## config.mk

```make
export PLATFORM = sky130hd
export DESIGN_NAME = avalon_burst_read_slave
export DESIGN_NICKNAME = d
export VERILOG_FILES = /design/src/rtl/avalon_burst_read_slave.sv
export SDC_FILE = /design/constraint.sdc
export NUM_CORES = 1
export LEC_CHECK = 0
export BUFFER_PORTS_ARGS = -buffer_cell sky130_fd_sc_hd__buf_2
export CAP_MARGIN = 20
export CORE_MARGIN = 10
export CORE_UTILIZATION = 50
export CTS_CLUSTER_SIZE = 8
export DETAILED_ROUTE_END_ITERATION = 10
export PLACE_DENSITY = 0.8
export REMOVE_ABC_BUFFERS = 1
export SLEW_MARGIN = 30
export SYNTH_ARGS = -nofsm -noshare
export SYNTH_HDL_FRONTEND = slang
export SYNTH_SLANG_ARGS = --single-unit
export TNS_END_PERCENT = 1
```

## constraint.sdc

```tcl
create_clock -name clk -period 26.9 [get_ports clk]
set_input_delay 1.345 -clock clk [delete_from_list [all_inputs] [get_ports clk]]
set_output_delay 1.345 -clock clk [all_outputs]
set_load 0.01 [all_outputs]
```

## src/rtl/avalon_burst_read_slave.sv

```systemverilog
// Avalon-MM burst read responder: queued commands, in-order beats after a fixed read latency,
// data = beat address ^ DATA_SEED.
//   state   | meaning
//   S_IDLE  | no burst active; pops the queue head when one is waiting
//   S_BURST | issuing beats of the current command, one per unstalled cycle
module avalon_burst_read_slave #(
    parameter int MAXBURSTCOUNT   = 16,
    parameter int BURSTCOUNTWIDTH = 5,
    parameter int DATAWIDTH       = 32,
    parameter int BYTEENABLEWIDTH = 4,
    parameter int ADDRESSWIDTH    = 32,
    parameter int CMDDEPTH        = 4,
    parameter int CMDDEPTH_LOG2   = 2,
    parameter int READLATENCY     = 2,
    parameter logic [31:0] DATA_SEED = 32'hA5A5_0000
) (
    input  logic                       clk,
    input  logic                       reset,
    input  logic [ADDRESSWIDTH-1:0]    slave_address,
    input  logic                       slave_read,
    input  logic [BURSTCOUNTWIDTH-1:0] slave_burstcount,
    input  logic [BYTEENABLEWIDTH-1:0] slave_byteenable,
    output logic                       slave_waitrequest,
    output logic                       slave_readdatavalid,
    output logic [DATAWIDTH-1:0]       slave_readdata,
    input  logic                       stall_inject,
    input  logic                       beat_stall,
    output logic                       protocol_err,
    output logic [31:0]                beats_returned
);
    localparam int CW = CMDDEPTH_LOG2 + 1;
    localparam int XW = (ADDRESSWIDTH > 32) ? ADDRESSWIDTH : 32;
    localparam logic [BURSTCOUNTWIDTH-1:0] MAXBC = BURSTCOUNTWIDTH'(MAXBURSTCOUNT);

    typedef enum logic {S_IDLE, S_BURST} state_t;

    state_t                      state_q, state_d;
    logic [ADDRESSWIDTH-1:0]     addr_q, addr_d;
    logic [BURSTCOUNTWIDTH-1:0]  rem_q, rem_d;

    logic [ADDRESSWIDTH-1:0]     q_addr [CMDDEPTH];
    logic [BURSTCOUNTWIDTH-1:0]  q_len  [CMDDEPTH];
    logic [CMDDEPTH_LOG2-1:0]    wr_ptr, rd_ptr;
    logic [CW-1:0]               cmd_count;

    logic                        cmd_take, push, pop, bad_cmd, beat_issue;
    logic [BURSTCOUNTWIDTH-1:0]  len_in;
    logic [DATAWIDTH-1:0]        beat_data;
    logic [READLATENCY-1:0]      vld_q;
    logic [DATAWIDTH-1:0]        data_q [READLATENCY];
    logic                        unused_byteenable;

    assign unused_byteenable = ^slave_byteenable;

    assign slave_waitrequest = reset | stall_inject | (cmd_count == CW'(CMDDEPTH));
    assign cmd_take = slave_read & ~slave_waitrequest;
    assign push     = cmd_take & (slave_burstcount != '0);
    assign bad_cmd  = cmd_take & ((slave_burstcount == '0) | (slave_burstcount > MAXBC));
    assign len_in   = (slave_burstcount > MAXBC) ? MAXBC : slave_burstcount;
    assign beat_data = DATAWIDTH'(XW'(addr_q) ^ XW'(DATA_SEED));

    always_comb begin
        state_d    = state_q;
        addr_d     = addr_q;
        rem_d      = rem_q;
        pop        = 1'b0;
        beat_issue = 1'b0;
        case (state_q)
            S_IDLE: begin
                if (cmd_count != '0) begin
                    pop     = 1'b1;
                    state_d = S_BURST;
                    addr_d  = q_addr[rd_ptr];
                    rem_d   = q_len[rd_ptr];
                end
            end
            S_BURST: begin
                if (!beat_stall) begin
                    beat_issue = 1'b1;
                    if (rem_q == BURSTCOUNTWIDTH'(1)) begin
                        // chain straight into the next command so bursts have no bubble
                        if (cmd_count != '0) begin
                            pop    = 1'b1;
                            addr_d = q_addr[rd_ptr];
                            rem_d  = q_len[rd_ptr];
                        end else begin
                            state_d = S_IDLE;
                        end
                    end else begin
                        addr_d = addr_q + ADDRESSWIDTH'(BYTEENABLEWIDTH);
                        rem_d  = rem_q - BURSTCOUNTWIDTH'(1);
                    end
                end
            end
            default: state_d = S_IDLE;
        endcase
    end

    always_ff @(posedge clk or posedge reset) begin
        if (reset) begin
            state_q      <= S_IDLE;
            addr_q       <= '0;
            rem_q        <= '0;
            wr_ptr       <= '0;
            rd_ptr       <= '0;
            cmd_count    <= '0;
            protocol_err <= 1'b0;
            for (int i = 0; i < CMDDEPTH; i++) begin
                q_addr[i] <= '0;
                q_len[i]  <= '0;
            end
        end else begin
            state_q <= state_d;
            addr_q  <= addr_d;
            rem_q   <= rem_d;
            if (push) begin
                q_addr[wr_ptr] <= slave_address;
                q_len[wr_ptr]  <= len_in;
                wr_ptr         <= wr_ptr + 1'b1;
            end
            if (pop)
                rd_ptr <= rd_ptr + 1'b1;
            cmd_count <= cmd_count + CW'(push) - CW'(pop);
            if (bad_cmd)
                protocol_err <= 1'b1;
        end
    end

    // latency pipe: each stage holds its data when no beat passes through it
    always_ff @(posedge clk or posedge reset) begin
        if (reset) begin
            vld_q          <= '0;
            beats_returned <= '0;
            for (int i = 0; i < READLATENCY; i++)
                data_q[i] <= '0;
        end else begin
            vld_q[0] <= beat_issue;
            if (beat_issue)
                data_q[0] <= beat_data;
            for (int i = 1; i < READLATENCY; i++) begin
                vld_q[i] <= vld_q[i-1];
                if (vld_q[i-1])
                    data_q[i] <= data_q[i-1];
            end
            if (slave_readdatavalid)
                beats_returned <= beats_returned + 32'd1;
        end
    end

    assign slave_readdatavalid = vld_q[READLATENCY-1];
    assign slave_readdata      = data_q[READLATENCY-1];
endmodule

```

# Yosys cells after proc, flatten, opt, wreduce, memory -nomap -nowiden
# Cells that the tools add are included.
[totals]
ff_bits = 292
inputBits = 46
output_inout_bits = 67
[classes]
n_addsub = 7
n_lt_le_gt_ge = 4
n_eq_ne = 3
muxes = 30
bitwise_logic = 11
n_reduce_logical = 4
[op_table]
columns = ["cell", "n"]
rows = [
  ["32-bit 2-to-1 mux", 6],
  ["128-bit bitwise mux", 1],
  ["32-bit binary-select mux with 2-bit select", 1],
  ["32-bit demux with 2-bit select", 1],
  ["32-bit case mux with 2 select lines", 1],
  ["5-bit 2-to-1 mux", 7],
  ["32-bit by 1-bit adder with 32-bit output, second input constant", 1],
  ["32-bit by 3-bit adder with 32-bit output, second input constant", 1],
  ["20-bit bitwise mux", 1],
  ["5-bit binary-select mux with 2-bit select", 1],
  ["5-bit demux with 2-bit select", 1],
  ["5-bit case mux with 2 select lines", 1],
  ["8-bit NOT", 1],
  ["1-bit 2-to-1 mux", 7],
  ["3-bit greater-or-equal comparator, second input constant", 2],
  ["2-bit NOT with 3-bit output", 2],
  ["5-bit by 1-bit equality test with 1-bit output, second input constant", 1],
  ["5-bit greater-than comparator, second input constant", 1],
  ["5-bit logical NOT", 1],
  ["5-bit nonzero test", 1],
  ["5-bit by 1-bit subtractor with 5-bit output, second input constant", 1],
  ["2-bit by 1-bit adder with 2-bit output, second input constant", 2],
  ["1-bit case mux with 2 select lines", 2],
  ["3-bit by 1-bit adder with 3-bit output", 1],
  ["9 further kinds", 14],
]

# Longest topological paths before layout
# Gate-level depths: netlist (run 1).
[logic_depth]
depth_word = 8
ltp_mapped = 13
mapped_depth_nobuf = 13

# Least setup slack after synthesis (run 1)
# Ideal clock, no wire load.
[synth_path]
path_type = "input -> register"
from = "in slave_burstcount[0]"
to = "reg cmd_count[2]"
setup_time_ps = 126
t_arrival_ps = 3318
setup_slack_ps = 23457
cell_stages = 12
n_path_buf = 0
path_cell_list = "or4_1 > inv_1 > ha_1 > a2111oi_4 > inv_1 > ha_1 > inv_1 > ha_1 > inv_1 > fa_1 > xnor2_1 > xnor2_1"
[synth_between]
elab_chain_cells = 4
[synth_rtl]
columns = ["item", "line", "rtl"]
rows = [
  ["start: declaration", "21", "input logic [BURSTCOUNTWIDTH-1:0] slave_burstcount,"],
  ["5-bit nonzero test", "57", "assign push = cmd_take & (slave_burstcount != '0);"],
  ["1-bit bitwise AND", "57", ""],
  ["3-bit by 1-bit adder with 3-bit output", "123", "cmd_count <= cmd_count + CW'(push) - CW'(pop);"],
  ["3-bit by 1-bit subtractor with 3-bit output", "123", ""],
  ["end signal: assignment", "123", ""],
  ["end: declaration", "44", "logic [CW-1:0] cmd_count;"],
]
# No other way between the ends.
# A chain may end at the register's enable or synchronous reset.

# Worst setup path in the final report (run 1)
[layout_path]
from = "reg cmd_count[1]"
to = "reg cmd_count[2]"
[layout_lines]
columns = ["item", "line", "rtl"]
rows = [
  ["3-bit nonzero test (*)", "70, 82", ""],
  ["1-bit 2-to-1 mux (*)", "70, 82", ""],
  ["1-bit 2-to-1 mux", "80", "if (rem_q == BURSTCOUNTWIDTH'(1)) begin"],
  ["1-bit 2-to-1 mux", "78", "if (!beat_stall) begin"],
  ["1-bit case mux with 2 select lines (*)", "68", "case (state_q)"],
  ["via pop", "46", "logic cmd_take, push, pop, bad_cmd, beat_issue;"],
  ["3-bit by 1-bit subtractor with 3-bit output (*)", "123", ""],
]
# Mark *: on every way through the listed nets, which the timed path passes. The rest lies on a longest branch.

==> metrics.csv, run 1 <==
stage,metric,value,unit
clocking,cts_resized,0,
routing,post_drt_via_cell_ratio,5.867,
timing,min_period_over_period,0.1372,
timing,skew,0.01443,ns
yosys,syn_area_per_cell,13.41,um2
final_layout,layout.nets,1128,
critical_path,critPathMaxFanout,31,
global_route,track_usage,0.1702,
global_route,met1_usage,0.2229,
final_layout,n_fill_cell,2026,
floorplan,die_h,182.7,um
critical_path,worstSetupEndpointType,flip-flop,
timing,rsz0062_at_grt,no,
global_route,top_usage_layer,met2,
clocking,cts_setup_buffers,0,
placement,place_congestion,0.9020,
yosys,synthArstFlopShare,1.000,
clocking,cts.sinks,292,
global_route,grt_overflow,0,
timing,slew_violations,0,
critical_path,critPathMaxStageDelay,0.58,ns
worst_hold_path,worstHoldStart,protocol_err,
global_route,grt_pass1_wl,46560,um
final_layout,layout-drive-gt1-share,0.3862,
routing,first_pass_iters,5,
critical_path,worstReg2RegStart,cmd_count[1],
routing,drt_iter0_markers,652,
job,maxCapViolCount,0,
final_layout,syn_to_final_growth,12.77,%
floorplan,start_util,0.5079,
timing,setup_viol,0,
clocking,cts_tree,built,
critical_path,critical_path_buf_inv_count,4,
yosys,syn_inst,987,
global_route,grt_pass1_vias,8697,
routing,routedWlPerCell,20.24,um
clocking,cts_hold_buf,0,
yosys,synth_edf_count,0,
clocking,cts-root-buf,clkbuf_16,
clocking,cts_buffers,42,
global_route,grt_max_degree,138,
floorplan,coreArea,26060,um2
timing,worst_slew_pin_slew,0.8192,ns
timing,fin_setup_tns,0,ns
clocking,clk_latency,0.52,ns
routing,via_count,8261,
floorplan,die-area,33380,um2
routing,ant_nets,0,
global_route,antenna_found_initial,5,
run_status,status,"finished, final reports clean",
routing,wl,28490,um
timing,hold_violations,0,
floorplan,dieWidth,182.7,um
yosys,ys_warn_count,0,
clocking,path_clk_slew,0.05,ns
global_route,grt_use_met3,0.04866,
placement,io_buffers,108,
floorplan,io_pins,113,
clocking,htree_levels,2,
yosys,ys_seq_area_frac,0.5521,
yosys,yosysUniqueCellTypes,56,
pwr,p_per_area,103.4,nW/um2
timing,timing.slew.headroom,0.4539,
pwr,ir_drop,0.00005893,V
timing,max_freq,0.2710,GHz
critical_path,critPathLaunch,cmd_count[1],
critical_path,cp_data_required_time,27.29,ns
critical_path,crit_type,flip-flop to flip-flop,
critical_path,worst_setup_path_start_kind,flip-flop,
pwr,p_leak,6.793,nW
placement,hpwl,18360,um
floorplan,rows,59,
final_layout,postLayoutCoreUtil,0.5728,
global_route,met2_usage,0.2672,
worst_hold_path,hp-class,flip-flop to flip-flop,
clocking,cts_buffer_depth,3,
yosys,synthFlopType,dfrtp_1,
critical_path,crit_arrival,4.08,ns
critical_path,cp_top_family,buffers and inverters,
critical_path,crit_slowest_cell,nor3_1,
yosys,ys_seq_elements,292,
yosys,netlist_area,13240,um2
routing,drc,0,
timing,final_period_minus_worst_setup_slack,3.690,ns
critical_path,crit_chain,"nor3_1, a21oi_1, nand2_1, buf_4, clkinv_1, ha_1, inv_1, ha_1, inv_1, fa_1, xnor2_1, xnor2_1",
## placed cells by master (no fill, tap or decap), drive strengths merged, types with 6 or more instances in the layout
cell / instances
mux4: 37
o22ai: 26
a211oi: 6
dfrtp: 292
buf: 122
clkbuf: 45
mux2i: 12
inv: 18
nor3: 6
xnor2: 27
and3: 12
xor2: 9
ha: 12
nor2: 35
nand3: 23
mux2: 201
nand4: 25
a21oi: 36
nand2: 50
o21ai: 22
and4: 9
## tightest hold or removal path, cell delays in order (launching register included)
cell and delay (ns):
dfrtp_1 0.33, inv_1 0.04, o31ai_1 0.06
## stage by stage
step	total power [W]	cell area (um2)	setup slack [ns]	hold slack, ns	instances
floorplan	0.0009681	12710	17.49	0.4401	903
global placement	0.001066	13790	22.81	0.4490	1359
detailed placement	0.001095	13810	22.73	0.4612	1360
CTS	0.001557	14910	23.22	0.4733	1407
global route	0.001626	14920	22.93	0.4921	1407
finish	0.001543	14930	23.21	0.4693	1408
## cell type report
type / instances / area [um2] / area share
Multi-Input combinational cell: 592 / 5341 / 0.3579
Inverter: 19 / 83.83 / 0.005617
Clock buffer: 45 / 1084 / 0.07260
Timing Repair Buffer: 122 / 673.1 / 0.04510
Sequential cell: 292 / 7308 / 0.4896
Tap cell: 335 / 419.2 / 0.02808
Clock inverter: 2 / 13.76 / 0.0009221
Antenna cell: 1 / 2.502 / 0.0001677
## cells by family (layout without fill, tap and decap cells)
kind of cell | Yosys count | after routing | share of synthesized area
AOI/OAI and AO/OA | 109 | 109 | 0.05133
xor gates and xnor gates | 36 | 36 | 0.02382
adders and majority gates | 13 | 13 | 0.01286
buffers and inverters | 103 | 188 | 0.04490
DFF | 292 | 292 | 0.5521
muxes | 250 | 250 | 0.2431
other | 0 | 1 | 0
and+or+nand+nor | 184 | 184 | 0.07194
## Yosys cell counts, types with 2 or more instances
| master | n | area, um2 |
|---|---|---|
| dfrtp_1 | 292 | 7307 |
| mux2_2 | 200 | 2252 |
| nand2_1 | 50 | 187.7 |
| mux4_2 | 37 | 833.3 |
| buf_4 | 36 | 270.3 |
| a21oi_1 | 35 | 175.2 |
| nor2_1 | 35 | 131.4 |
| xnor2_1 | 27 | 236.5 |
| clkbuf_1 | 26 | 97.59 |
| o22ai_1 | 26 | 162.7 |
| nand4_1 | 25 | 156.4 |
| nand3_1 | 23 | 115.1 |
| o21ai_0 | 21 | 105.1 |
| inv_1 | 18 | 67.56 |
| and3_1 | 12 | 75.07 |
| ha_1 | 12 | 150.1 |
| mux2i_1 | 12 | 120.1 |
| buf_2 | 10 | 50.05 |
| and4_1 | 9 | 78.83 |
| xor2_1 | 9 | 78.83 |
| buf_6 | 8 | 90.09 |
| a211oi_1 | 6 | 45.04 |
| nor2b_1 | 5 | 31.28 |
| nor3_1 | 5 | 25.02 |
| and2_1 | 4 | 25.02 |
| buf_1 | 4 | 15.01 |
| nor4_1 | 4 | 25.02 |
| a31oi_1 | 3 | 18.77 |
| a21o_1 | 2 | 15.01 |
| a22oi_1 | 2 | 15.01 |
| a311oi_1 | 2 | 17.52 |
| or3_1 | 2 | 12.51 |
| or4_1 | 2 | 15.01 |
## power breakdown
group	switching [W]	internal (W)	leakage [nW]
sequential	0.000103	0.000594	3.67
combinational	0.000168	0.000226	2.59
clock	0.000173	0.000280	0.541
total	0.000443	0.00110	6.79
## flip-flops by register name (all words and copies together) (netlist names)
register,flops
protocol_err,1
vld_q,2
rem_q,5
wr_ptr,2
q_addr,128
state_q,1
addr_q,32
data_q,32
q_len,20
cmd_count,3
beats_returned,32
rd_ptr,2
slave_readdata,32
## per-layer routing
layer | share of wire | vias to the layer above
met1 | 0.42 | 4228
li1 | - | 3715
met4 | 0.021 | 8
met5 | 0.0016 | -
met3 | 0.075 | 57
met2 | 0.48 | 253
## path summary, 6_finish.rpt
path / cells past startpoint / to / slack, ns
min in group asynchronous: 2 / protocol_err / 0.93
max: 12 / cmd_count[2] / 23.21
min: 2 / protocol_err / 0.47
max reg2reg: 12 / cmd_count[2] / 23.21
max in group asynchronous: 3 / rd_ptr[0] / 24.78
min reg2reg: 2 / protocol_err / 0.47
Power figures use the tool's default switching activity.
==> run 2, diff against run 1 <==
--- a/config.mk
+++ b/config.mk
@@ -5,13 +5,14 @@
 export SDC_FILE = /design/constraint.sdc
 export NUM_CORES = 1
 export LEC_CHECK = 0
+export ABC_AREA = 1
 export BUFFER_PORTS_ARGS = -buffer_cell sky130_fd_sc_hd__buf_2
 export CAP_MARGIN = 20
 export CORE_MARGIN = 10
 export CORE_UTILIZATION = 50
 export CTS_CLUSTER_SIZE = 8
 export DETAILED_ROUTE_END_ITERATION = 10
-export PLACE_DENSITY = 0.8
+export PLACE_DENSITY = 0.82
 export REMOVE_ABC_BUFFERS = 1
 export SLEW_MARGIN = 30
 export SYNTH_ARGS = -nofsm -noshare
==> constraint.sdc (replaced) <==
create_clock -name clk -period 3.27 [get_ports clk]
set_input_delay 0.1635 -clock clk [delete_from_list [all_inputs] [get_ports clk]]
set_output_delay 0.1635 -clock clk [all_outputs]
set_load 0.01 [all_outputs]
==> run 2 against run 1 <==
Against the previous run:
- global-route usage rose by 3.4 points
- final area grew 12%
- worst setup slack worse by 22 ns
- area after synthesis rose by 11%
- die area increased by 9.7%
- synthesized cell count up 88%
- total power grew to 8.9 times the previous value
- combinational power increased to 11 times the previous value
- via count is 52% higher
- register-to-register slack worse by 22 ns
- sequential power grew to 8.3 times the previous value
- core utilization increased by 0.46 points
- largest power group unchanged
==> metrics.csv, run 2 <==
stage,metric,value,unit
final_layout,final_cell_area,16660,um2
yosys,synth.most_common_cell,nand2_1,
critical_path,worstSetupEndpointType,flip-flop,
final_layout,layout.nets,1998,
pwr,p_leak,8.251,nW
global_route,grt_pass1_wl,62230,um
floorplan,die-area,36620,um2
critical_path,critPathMaxStageDelay,0.53,ns
routing,post_drt_via_cell_ratio,5.401,
critical_path,crit_type,input pin to flip-flop,
placement,place_area,15150,um2
floorplan,rows,62,
clocking,cts_tree,built,
final_layout,mostFrequentLayoutCells,"nand2_1, dfrtp_1, o21ai_0",
timing,min_period_over_period,0.7759,
final_layout,layout_commonest_cell,nand2_1,
pwr,ir_drop,0.0004163,V
floorplan,start_util,0.5088,
timing,timing.slew.headroom,0.3529,
clocking,cts-root-buf,clkbuf_16,
routing,ant_nets,0,
final_layout,n_fill_cell,2518,
run_status,status,"finished, final reports clean",
timing,worst_slew_pin_slew,0.9696,ns
yosys,synth_top_family_by_area,simple AND/OR/NAND/NOR gates,
timing,max_freq,0.3941,GHz
yosys,yosysTopAreaCell,dfrtp_1,
global_route,grt_max_degree,97,
routing,drc,0,
timing,fin_hold_ws,0.01731,ns
timing,final_period_minus_worst_setup_slack,2.537,ns
pwr,p_total,0.01376,W
routing,first_pass_iters,5,
clocking,htree_levels,2,
global_route,antenna_found_initial,0,
job,maxCapViolCount,0,
yosys,synthSimpleGateAreaFrac,0.2562,
yosys,synth_area_leaders,"dfrtp_1, nand2_1, o21ai_0",
final_layout,largest_reg_flops,128,
timing,setup_viol,0,
yosys,ys_warn_count,0,
yosys,synth-compound-area-share,0.1045,
yosys,synthArstFlopShare,1.000,
global_route,grt_overflow,0,
placement,place_congestion,0.9219,
worst_hold_path,hp-class,input pin to flip-flop,
yosys,synth-xor-area-share,0.01670,
critical_path,crit_slowest_cell,dlygate4sd3_1,
critical_path,worst_setup_path_start_kind,input pin,
global_route,track_usage,0.2046,
final_layout,layout-drive-gt1-share,0.1122,
timing,slew_violations,0,
pwr,p_per_area,826.0,nW/um2
timing,skew,0.02657,ns
floorplan,coreArea,28860,um2
floorplan,die_h,191.4,um
yosys,ys_top_cells_by_count,"nand2_1, dfrtp_1, o21ai_0, inv_1, nor2_1",
critical_path,cp_top_family,adder cells,
routing,routedWlPerCell,16.09,um
critical_path,cp_data_required_time,3.68,ns
global_route,grt_pass1_vias,12440,
yosys,synth_mux_area_frac,0.02454,
yosys,syn_area_per_cell,7.932,um2
pwr,clkPwrFrac,0.276,
final_layout,syn_to_final_growth,13.48,%
routing,drt_iter0_markers,1045,
critical_path,critPathMaxFanout,30,
pwr,power.share.sequential,0.419,
clocking,path_clk_slew,0.05,ns
floorplan,dieWidth,191.4,um
yosys,synthFlopType,dfrtp_1,
clocking,clk_latency,0.54,ns
critical_path,crit_chain,"dlygate4sd3_1, buf_2, nor4_1, ha_1, nor2_8, inv_4, ha_1, inv_1, ha_1, inv_1, fa_1, xnor2_1",
pwr,switchingPower,0.005098,W
clocking,cts_setup_buffers,0,
yosys,ys_seq_elements,292,
critical_path,cpMostUsedCell,ha_1,
pwr,switching_share,0.3704,
placement,io_buffers,108,
yosys,synth_fa_ha_area_frac,0.01159,
timing,rsz0062_at_grt,no,
pwr,p_int,0.008665,W
routing,wl,37450,um
yosys,yosys.area.top_type_share,0.4977,
yosys,netlist_area,14680,um2
yosys,synth_edf_count,0,
critical_path,critical_path_buf_inv_count,5,
critical_path,crit_arrival,2.95,ns
final_layout,postLayoutCoreUtil,0.5774,
pwr,p_comb_frac,0.306,
clocking,cts_buffers,42,
yosys,syn_inst,1851,
final_layout,regMostFlops,q_addr,
clocking,cts.sinks,292,
floorplan,io_pins,113,
yosys,ys_seq_area_frac,0.4977,
yosys,yosysUniqueCellTypes,40,
timing,hold_violations,0,
routing,via_count,12570,
clocking,cts_buffer_depth,3,
placement,hpwl,24320,um
final_layout,num_antenna_cells,0,
run 2: cell types whose count changed in the layout (fill, tap and decap cells not counted), sizes merged, moves of 10 or more:
| cell | previous run | this run |
|---|---|---|
| nand2 | 50 | 655 |
| o21ai | 22 | 241 |
| mux2 | 201 | 32 |
| inv | 18 | 140 |
| nor2 | 35 | 147 |
| nand3 | 23 | 98 |
| dlygate4sd3 | 0 | 38 |
| mux4 | 37 | 0 |
| o22ai | 26 | 5 |
| nand4 | 25 | 6 |
| xnor2 | 27 | 12 |
| and3 | 12 | 0 |
| mux2i | 12 | 0 |
| a21oi | 36 | 46 |
run 2: final timing paths:
check,from,to,slack (ns),cells after the start
max,slave_burstcount[1],cmd_count[2],0.73,12
min in group asynchronous,reset,q_addr[104],0.27,3
min reg2reg,q_addr[96],q_addr[96],0.47,2
min,slave_burstcount[0],q_len[5],0.02,5
max in group asynchronous,reset,q_addr[112],2.04,4
max reg2reg,cmd_count[1],cmd_count[2],0.93,11
run 2: layer usage:
| metal | global-route usage | up-vias | part of all wire |
|---|---|---|---|
| met5 | 0 | - | 0 |
| met4 | 0.06731 | 0 | 0.023 |
| met3 | 0.03808 | 81 | 0.080 |
| met2 | 0.3399 | 504 | 0.48 |
| met1 | 0.2643 | 5981 | 0.42 |
| li1 | - | 6003 | - |
run 2: power groups by stage:
stage                     sequential, W  clock, W  combinational (W)
final                           0.00576   0.00379            0.00421
after global routing            0.00592   0.00400            0.00477
after CTS                       0.00574   0.00385            0.00419
after detailed placement        0.00579         0            0.00410
after global placement          0.00571         0            0.00395
after floorplan                 0.00580         0            0.00261
run 2: through the flow:
step / setup slack, ns / setup TNS [ns] / std cells
after floorplan: -4.956 / -1447.13 / 1729
after global placement: 0.8049 / 0 / 2241
after detailed placement: 0.7688 / 0 / 2241
after CTS: 0.7509 / 0 / 2327
after global routing: 0.5846 / 0 / 2327
final: 0.7328 / 0 / 2327
run 2: what timing repair did:
item | 4_1_cts | 5_1_grt
hold endpoints to repair | 217 | 0
gates resized for setup | 0 | 0
hold buffers | 38 | 0
run 2: logic make-up after synthesis:
kind of cell / count (synthesis)
adders and majority gates: 13
xor gates and xnor gates: 28
and+or+nand+nor: 921
AOI/OAI and AO/OA: 301
muxes: 32
DFF: 292
buffers and inverters: 264
run 2: layout make-up:
| type | count | area, um2 | share of cell area |
|---|---|---|---|
| sequential | 292 | 7308 | 0.4386 |
| multi-input combinational | 1295 | 6076 | 0.3646 |
| timing repair buffer | 166 | 1125 | 0.06751 |
| clock buffer | 44 | 1059 | 0.06353 |
| inverter | 142 | 546.8 | 0.03282 |
| tap | 384 | 480.5 | 0.02884 |
| clock inverter | 4 | 67.56 | 0.004055 |
run 2: tightest hold or removal path: stages:
cell and delay, ns:
buf_2 0.10, inv_1 0.05, nor2_1 0.07, nand2_1 0.07, nand2_1 0.05
